**config.mk**
```make
export PLATFORM = sky130hd
export DESIGN_NAME = bwd_layer_seq
export DESIGN_NICKNAME = d
export VERILOG_FILES = /design/src/rtl/bwd_layer_seq.sv
export SDC_FILE = /design/constraint.sdc
export NUM_CORES = 2
export LEC_CHECK = 0
export ABC_CLOCK_PERIOD_IN_PS = 10500
export CORE_MARGIN = 2
export CORE_UTILIZATION = 60
export CTS_CLUSTER_DIAMETER = 30
export DETAILED_ROUTE_END_ITERATION = 16
export GPL_TIMING_DRIVEN = 0
export PLACE_DENSITY = 0.88
export SLEW_MARGIN = 20
export SYNTH_ARGS = -nofsm -noshare
export SYNTH_HDL_FRONTEND = slang
export SYNTH_SLANG_ARGS = --single-unit
```
**constraint.sdc**
```tcl
create_clock -name clk_i -period 10.5 [get_ports clk_i]
set_input_delay 1.05 -clock clk_i [delete_from_list [all_inputs] [get_ports clk_i]]
set_output_delay 1.05 -clock clk_i [all_outputs]
set_load 0.01 [all_outputs]
```
**src/rtl/bwd_layer_seq.sv**
```systemverilog
// bwd_layer_seq: buffers NUM_OUT incoming deltas, then computes the propagated
// deltas p[i] = sum_j W[j][i] * d[j] with one shared fixed-point MAC and streams
// NUM_IN results downstream. The sum of squared deltas is folded into the
// running error chain (ERR_ACC_IN -> ERR_ACC_OUT).
// Optional build macro: BWD_LAYER_SAT_EN -- saturate PROP_OUT / ERR_ACC_OUT to
// the DATA_W range instead of wrapping to the low DATA_W bits.
// The weight ROM image is supplied through the WEIGHTS parameter (word
// j*NUM_IN+i holds W[j][i]), so the block elaborates without an image file.
module bwd_layer_seq #(
    parameter int NUM_IN    = 2,
    parameter int NUM_OUT   = 2,
    parameter int DATA_W    = 32,
    parameter int FRAC_W    = 16,
    parameter int ACC_GUARD = 8,
    parameter logic [NUM_OUT*NUM_IN*DATA_W-1:0] WEIGHTS =
        {32'hFFFF_0000, 32'h0000_8000, 32'h0002_0000, 32'h0001_0000}
) (
    input  logic              clk_i,
    input  logic              rst_i,
    input  logic [DATA_W-1:0] delta_in_i,
    input  logic              delta_valid_i,
    output logic              delta_ready_o,
    input  logic [DATA_W-1:0] err_acc_in_i,
    output logic [DATA_W-1:0] err_acc_out_o,
    output logic [DATA_W-1:0] prop_out_o,
    output logic              prop_valid_o,
    input  logic              prop_ready_i,
    output logic              prop_last_o,
    output logic              busy_o,
    output logic              done_o
);
    localparam int ACC_W  = DATA_W + ACC_GUARD;
    localparam int PROD_W = 2 * DATA_W;
    localparam int JW     = (NUM_OUT > 1) ? $clog2(NUM_OUT) : 1;
    localparam int IW     = (NUM_IN > 1) ? $clog2(NUM_IN) : 1;
    localparam int CW     = $clog2(NUM_OUT + 1);
    localparam int ROM_N  = NUM_OUT * NUM_IN;
    localparam int AW     = (ROM_N > 1) ? $clog2(ROM_N) : 1;

`ifdef BWD_LAYER_SAT_EN
    localparam logic signed [ACC_W-1:0] SAT_MAX = ACC_W'({1'b0, {(DATA_W-1){1'b1}}});
    localparam logic signed [ACC_W-1:0] SAT_MIN = ~SAT_MAX;
`endif

    typedef enum logic [1:0] {IDLE, LOAD, MAC, EMIT} state_t;

    state_t                   state_q, state_d;
    logic [JW-1:0]            j_q, j_d;
    logic [IW-1:0]            i_q, i_d;
    logic [CW-1:0]            k_q, k_d;      // MAC step: 0 = clear, 1..NUM_OUT = products
    logic signed [DATA_W-1:0] dbuf_q [NUM_OUT];
    logic signed [DATA_W-1:0] dbuf_d [NUM_OUT];
    logic signed [ACC_W-1:0]  acc_q, acc_d;
    logic signed [ACC_W-1:0]  err_q, err_d;
    logic [DATA_W-1:0]        prop_q, prop_d;
    logic [DATA_W-1:0]        err_out_q, err_out_d;
    logic                     done_q, done_d;

    logic [DATA_W-1:0]        rom [ROM_N];
    logic [DATA_W-1:0]        rom_q;
    logic [AW-1:0]            rom_addr;
    logic [JW-1:0]            mac_j;
    logic signed [ACC_W-1:0]  err_in_ext;

    // Fixed-point product: full 2*DATA_W result, arithmetic shift (floor), kept to ACC_W.
    function automatic logic signed [ACC_W-1:0] scaled_prod(
        input logic signed [DATA_W-1:0] a,
        input logic signed [DATA_W-1:0] b
    );
        logic signed [PROD_W-1:0] p;
        p = PROD_W'(a) * PROD_W'(b);
        p = p >>> FRAC_W;
        return p[ACC_W-1:0];
    endfunction

    // Reduce an accumulator to an output word: saturate or wrap.
    function automatic logic [DATA_W-1:0] clamp(input logic signed [ACC_W-1:0] v);
`ifdef BWD_LAYER_SAT_EN
        if (v > SAT_MAX) return SAT_MAX[DATA_W-1:0];
        if (v < SAT_MIN) return SAT_MIN[DATA_W-1:0];
`endif
        return v[DATA_W-1:0];
    endfunction

    for (genvar gi = 0; gi < ROM_N; gi++) begin : g_rom
        assign rom[gi] = WEIGHTS[gi*DATA_W +: DATA_W];
    end

    assign rom_addr   = AW'(int'(k_q) * NUM_IN + int'(i_q));
    assign mac_j      = JW'(k_q - 1'b1);
    assign err_in_ext = ACC_W'(signed'(err_acc_in_i));

    // Registered weight read: the address issued in MAC step k is consumed in step k+1.
    always_ff @(posedge clk_i or posedge rst_i) begin
        if (rst_i) begin
            rom_q <= '0;
        end else if (state_q == MAC && k_q < CW'(NUM_OUT)) begin
            rom_q <= rom[rom_addr];
        end
    end

    // State, counters, delta buffer and accumulators.
    always_ff @(posedge clk_i or posedge rst_i) begin
        if (rst_i) begin
            state_q   <= IDLE;
            j_q       <= '0;
            i_q       <= '0;
            k_q       <= '0;
            acc_q     <= '0;
            err_q     <= '0;
            prop_q    <= '0;
            err_out_q <= '0;
            done_q    <= 1'b0;
            for (int n = 0; n < NUM_OUT; n++) dbuf_q[n] <= '0;
        end else begin
            state_q   <= state_d;
            j_q       <= j_d;
            i_q       <= i_d;
            k_q       <= k_d;
            acc_q     <= acc_d;
            err_q     <= err_d;
            prop_q    <= prop_d;
            err_out_q <= err_out_d;
            done_q    <= done_d;
            dbuf_q    <= dbuf_d;
        end
    end

    // Next-state and datapath updates for the load / MAC / emit sequence.
    always_comb begin
        state_d   = state_q;
        j_d       = j_q;
        i_d       = i_q;
        k_d       = k_q;
        dbuf_d    = dbuf_q;
        acc_d     = acc_q;
        err_d     = err_q;
        prop_d    = prop_q;
        err_out_d = err_out_q;
        done_d    = 1'b0;
        case (state_q)
            IDLE: begin
                if (delta_valid_i) begin
                    dbuf_d[0] = delta_in_i;
                    err_d     = err_in_ext + scaled_prod(delta_in_i, delta_in_i);
                    if (NUM_OUT == 1) begin
                        state_d = MAC;
                        k_d     = '0;
                        i_d     = '0;
                    end else begin
                        j_d     = JW'(1);
                        state_d = LOAD;
                    end
                end
            end
            LOAD: begin
                if (delta_valid_i) begin
                    dbuf_d[j_q] = delta_in_i;
                    err_d       = err_q + scaled_prod(delta_in_i, delta_in_i);
                    if (j_q == JW'(NUM_OUT - 1)) begin
                        state_d = MAC;
                        j_d     = '0;
                        k_d     = '0;
                        i_d     = '0;
                    end else begin
                        j_d = j_q + 1'b1;
                    end
                end
            end
            MAC: begin
                if (k_q == '0) begin
                    acc_d = '0;
                end else begin
                    acc_d = acc_q + scaled_prod(rom_q, dbuf_q[mac_j]);
                end
                if (k_q == CW'(NUM_OUT)) begin
                    state_d = EMIT;
                    prop_d  = clamp(acc_d);
                end else begin
                    k_d = k_q + 1'b1;
                end
            end
            EMIT: begin
                if (prop_ready_i) begin
                    k_d = '0;
                    if (i_q == IW'(NUM_IN - 1)) begin
                        state_d   = IDLE;
                        i_d       = '0;
                        err_out_d = clamp(err_q);
                        done_d    = 1'b1;
                    end else begin
                        i_d     = i_q + 1'b1;
                        state_d = MAC;
                    end
                end
            end
            default: state_d = IDLE;
        endcase
    end

    assign delta_ready_o = (state_q == IDLE || state_q == LOAD) && !rst_i;
    assign prop_valid_o  = (state_q == EMIT);
    assign prop_last_o   = (state_q == EMIT) && (i_q == IW'(NUM_IN - 1));
    assign prop_out_o    = prop_q;
    assign err_acc_out_o = err_out_q;
    assign busy_o        = (state_q != IDLE);
    assign done_o        = done_q;

endmodule

```
Word level (Yosys, flattened, before mapping)
Cells that the tools add are included.
{ "word_totals": {"reg_bits": 247, "latchBits": 0, "mem_bits_rw": 0, "romBits": 0, "input_bits": 68, "wordCells": 99, "n_memories": 0} }
{ "op_classes": {"add_sub_neg": 8, "mul": 2, "div": 0, "magnitude_cmp": 5, "n_eq_ne": 10, "shift": 0, "n_mux": 40, "bitwise": 3, "n_reduce_logical": 19} }
{ "op_table": {"columns": ["op", "count"], "rows": [
  ["$mux 32", 7],
  ["$mux 40", 3],
  ["$mul 32x32->56", 2],
  ["$add 40x40->40", 2],
  ["$pmux 40 s2", 1],
  ["$bmux 32 s2", 1],
  ["$bwmux 64", 1],
  ["$mux 64", 1],
  ["$pmux 32 s2", 1],
  ["$add 32x40->40", 1],
  ["$demux 32 s1", 1],
  ["$mux 2", 10],
  ["$mux 1", 10],
  ["$reduce_and 5->1", 2],
  ["$ne 2x2->1 const B", 4],
  ["$pmux 2 s4", 1],
  ["$eq 2x2->1 const B", 3],
  ["$pmux 2 s3", 1],
  ["$reduce_and 3->1", 2],
  ["$reduce_bool 2->1", 3],
  ["$ge 2x2->1 const B", 2],
  ["$logic_and 1x1->1", 4],
  ["$logic_not 2->1", 2],
  ["$ne 2x1->1 const B", 2],
  ["other kinds (16)", 20]
]} }

Longest topological paths before layout
{ "logic_depth": {"word_depth": 8, "mapped_depth": 42} }

Worst setup path before layout
Ideal clock, no wire load.
{ "synth_path": {"path_kind": "in2reg", "from": "input port delta_in_i[7]", "to": "register err_q[30]", "setup_ns": 0.129, "arrival_time_ns": 9.564, "setup_slack_ns": 0.807, "path_stages": 37, "n_path_buf": 2, "cell_sequence": "clkbuf_1 > clkbuf_1 > nand2_1 > fa_1 > inv_1 > fa_1 > fa_1 > inv_1 > fa_1 > inv_1 > fa_1 > inv_1 > fa_1 > inv_1 > fa_1 > fa_1 > ha_1 > a21oi_1 > o21ai_0 > a41o_1 > and2_1 > o21a_1 > o21a_1 > nor2_1 > xnor2_1 > ha_1 > a21oi_1 > nor2_1 > o21a_1 > a311oi_4 > o31ai_2 > a2111oi_2 > o31ai_1 > a21o_1 > a21oi_1 > xor2_1 > o21ai_1"} }
{ "synth_between": {"elab_chain_cells": 4, "word_cells_on_any_way": 6} }
{ "synth_lines": {"columns": ["element", "line_no", "text"], "rows": [
  ["start, declared", "20", "input logic [DATA_W-1:0] delta_in_i,"],
  ["$mul 32x32->56 (*)", "71", "p = PROD_W'(a) * PROD_W'(b);"],
  ["$add 40x40->40 or $add 32x40->40 (tied branches)", "159, 145", null],
  ["$mux 40, on equally long branches", "157, 143", null],
  ["$pmux 40 s2 (*)", "141", "case (state_q)"],
  ["end signal, assigned", "121", "err_q <= err_d;"],
  ["end, declared", "54", "logic signed [ACC_W-1:0] err_q, err_d;"]
]} }
Mark *: on every way between the ends. The rest lies on a longest branch, timed or not. The select of a mux whose other input is x is not followed.
A chain may end at the register's enable or synchronous reset.

Final worst setup path
{ "layout_path": {"from": "input port delta_in_i[6]", "to": "register err_q[30]"} }
The elaborated chain is that of the path after synthesis.

==> impl_metrics.csv <==
group,metric,value,unit
synth,ys.flop_type,"dfrtp_1",
synth,synth-warning-count,0,
placement,hpwlAfterDp,103,mm
final_layout,nNetsFinal,6223,
final_layout,multiInputGateArea,34900,sq um
cts,clock-sinks,203,
global_route,grt_antenna_before_repair,11,
setup_path,end_kind,"flip-flop",
detailed_routing,viasPerCell,5.70,
sta,worstMarginPinSlew,1.17,ns
detailed_routing,initialDrtViolationCount,2627,
setup_path,critical_path_buf_inv_count,7,
detailed_routing,routedWlPerCell,21.9,microns
cts,cts_tree,"done",
final_layout,design_area,49000,sq um
placement,io_buffers,129,
setup_path,cp_top_family,"adder cells",
sta,tns,0,ns
run,drv_cap,0,
synth,synth-seq-area-share,11.3,%
die,fp.dieW,277,microns
die,start_util,60.4,%
setup_path,cpMostUsedCell,"fa_1",
setup_path,reg2reg_depth,37,
synth,synth_most_common_cell,"inv_1",
detailed_routing,drc,0,
sta,fin_crit_sh,98.4,%
worst_hold_path,worstHoldPathType,"flip-flop to flip-flop",
outcome,status,"complete, no violations",
global_route,grt_max_degree,104,
synth,yosys-top-cells-count,"1147 x inv_1, 1001 x fa_1, 546 x nand2_1",
setup_path,worstSetupPathType,"primary input to flip-flop",
final_layout,drive_above_1_share,6.75,%
setup_path,timing.rr.end,"prop_out_o[30]",
synth,synth-edff-count,0,
detailed_routing,dr_total_vias,32992,
worst_hold_path,worstHoldPathCells,2,
die,die-area,76900,sq um
synth,synth_area_leaders,"fa_1 45%, dfrtp_1 11%, ha_1 10%, inv_1 9.6%, nand2_1 4.6%",
placement,place_congestion,1.04,
setup_path,cpPeakStageDelay,0.58,ns
placement,dp_slack,-1.78,ns
synth,synth.ff_latch_count,203,
die,core_area,74200,sq um
cts,htree_levels,2,
setup_path,worstReg2RegStart,"k_q[0]",
worst_hold_path,hold_path_startpoint,"prop_out_o[18]",
sta,hold_viol_final,0,
synth,postSynthCellCount,4610,
cts,cts_buffer_depth,3,
sta,max_freq,0.0968,GHz
synth,syn_nets,6042,
setup_path,rrSetupSlack,0.52,ns
global_route,grt_pass1_vias,36940,
detailed_routing,drtAntennaViolNets,0,
worst_hold_path,min_to,"prop_out_o[18]",
cts,clkTransAtPathRegs,0.05,ns
synth,netlist_area,44800,sq um
sta,maxSlewViolCount,0,
detailed_routing,finalWirelength,127,mm
sta,layout_setup_ws,0.170,ns
final_layout,syn_to_final_growth,9.37,%
cts,numCtsBuffers,37,
die,io_pins,137,
cts,holdBufCountCts,0,
global_route,grt.overflow.total,0,
synth,ys_types,65,
cts,clk_latency,0.57,ns
die,die_y,277,microns
cts,root_buffer,"clkbuf_16",
detailed_routing,dr.pass1.iters,6,
sta,layout_min_cycle_time,10.33,ns
setup_path,worstPathRequired,10.91,ns
final_layout,seqCellArea,5080,sq um
placement,place_area,47300,sq um
final_layout,fillers,5483,
setup_path,arrival,10.74,ns
synth,yosysTopAreaCell,"fa_1",
die,rows,100,
setup_path,worstPathMaxFanout,10,
sta,skew,0.0159,ns
setup_path,startpoint_type,"primary input",
global_route,grt_pass1_wl,202,mm
global_route,grt_usage,34.6,%
sta,setup_viol,0,
setup_path,cp_slowest_cell,"fa_1",
synth,syn_avg_cell_area,9.72,sq um
synth,ys_async_sr_fraction,100,%
synth,yosysTopAreaCellShare,44.7,%
sta,slew_headroom,22.1,%
sta,holdWs,0.470,ns
placed cells by master (no fill, tap or decap), drive strengths merged, types with 16 or more instances in the layout:
cell           count
nand2b            38
xor2              44
fa              1001
mux2             102
nor2b             38
buf               33
o21ai            152
nand2            546
a21oi            105
xnor2            129
ha               363
clkdlybuf4s50    111
clkbuf           183
nand3             24
dfrtp            203
inv             1150
nor2             102
nor3              17
clkinv            16
a21o              53
o21a              21
and2             231
cell type report:
cell class | instances | area share (%)
Multi-Input combinational cell | 3104 | 71.3
Timing Repair Buffer | 143 | 2.84
Tap cell | 969 | 2.47
Inverter | 1154 | 8.88
Sequential cell | 203 | 10.4
Antenna cell | 5 | 0.0255
Clock inverter | 18 | 0.447
Buffer | 148 | 1.59
Clock buffer | 46 | 2.06
metrics by stage:
stage	std cells	utilization (%)
final	5790	66.0
after global routing	5786	66.0
after CTS	5772	65.8
after detailed placement	5709	63.8
after global placement	5708	63.8
after floorplan	4610	-
worst min-delay path, delay by kind of cell (launching register included):
kind / cells / cell delay [ns]
compound gates: 1 / 0.05
flops: 1 / 0.33
simple gates: 1 / 0.04
flip-flops by register name, indices dropped and copies added, names as in the netlist:
signal         flops
dbuf_q            64
acc_q             32
err_acc_out_o     32
err_q             32
prop_out_o        32
rom_q              4
k_q                2
state_q            2
done_o             1
i_q                1
j_q                1
cells by family after synthesis:
logic type                 synth area share (%)
and+or+nand+nor                            10.7
buffers and inverters                      10.9
adders and majority gates                  54.9
xor gates and xnor gates                   3.38
DFF                                        11.3
muxes                                      2.81
AOI/OAI and AO/OA                          5.97
per-layer routing:
layer,up-vias,GRT usage [%],wire length (microns)
li1,14111,-,-
met1,16511,40.8,43400
met2,1796,55.7,59300
met3,568,10.3,14300
met4,6,22.1,10100
met5,-,0,44
worst max path at each step:
stage | from | end | cells after the start
after global placement | delta_in_i[14] | err_q[30] | 38
final | delta_in_i[6] | err_q[30] | 37
after CTS | delta_in_i[25] | err_q[30] | 32
after floorplan | delta_in_i[7] | err_q[30] | 37
after global routing | delta_in_i[7] | err_q[31] | 34
after detailed placement | delta_in_i[14] | err_q[30] | 38
what timing repair did:
action	in CTS	in global routing
gates resized for setup	117	107
pin swaps	1	4
endpoints found under the setup margin	25	18
setup buffers	0	13
Power is not shown: default switching activity piles up to over one toggle a cycle in this logic, so the estimate is an artifact.
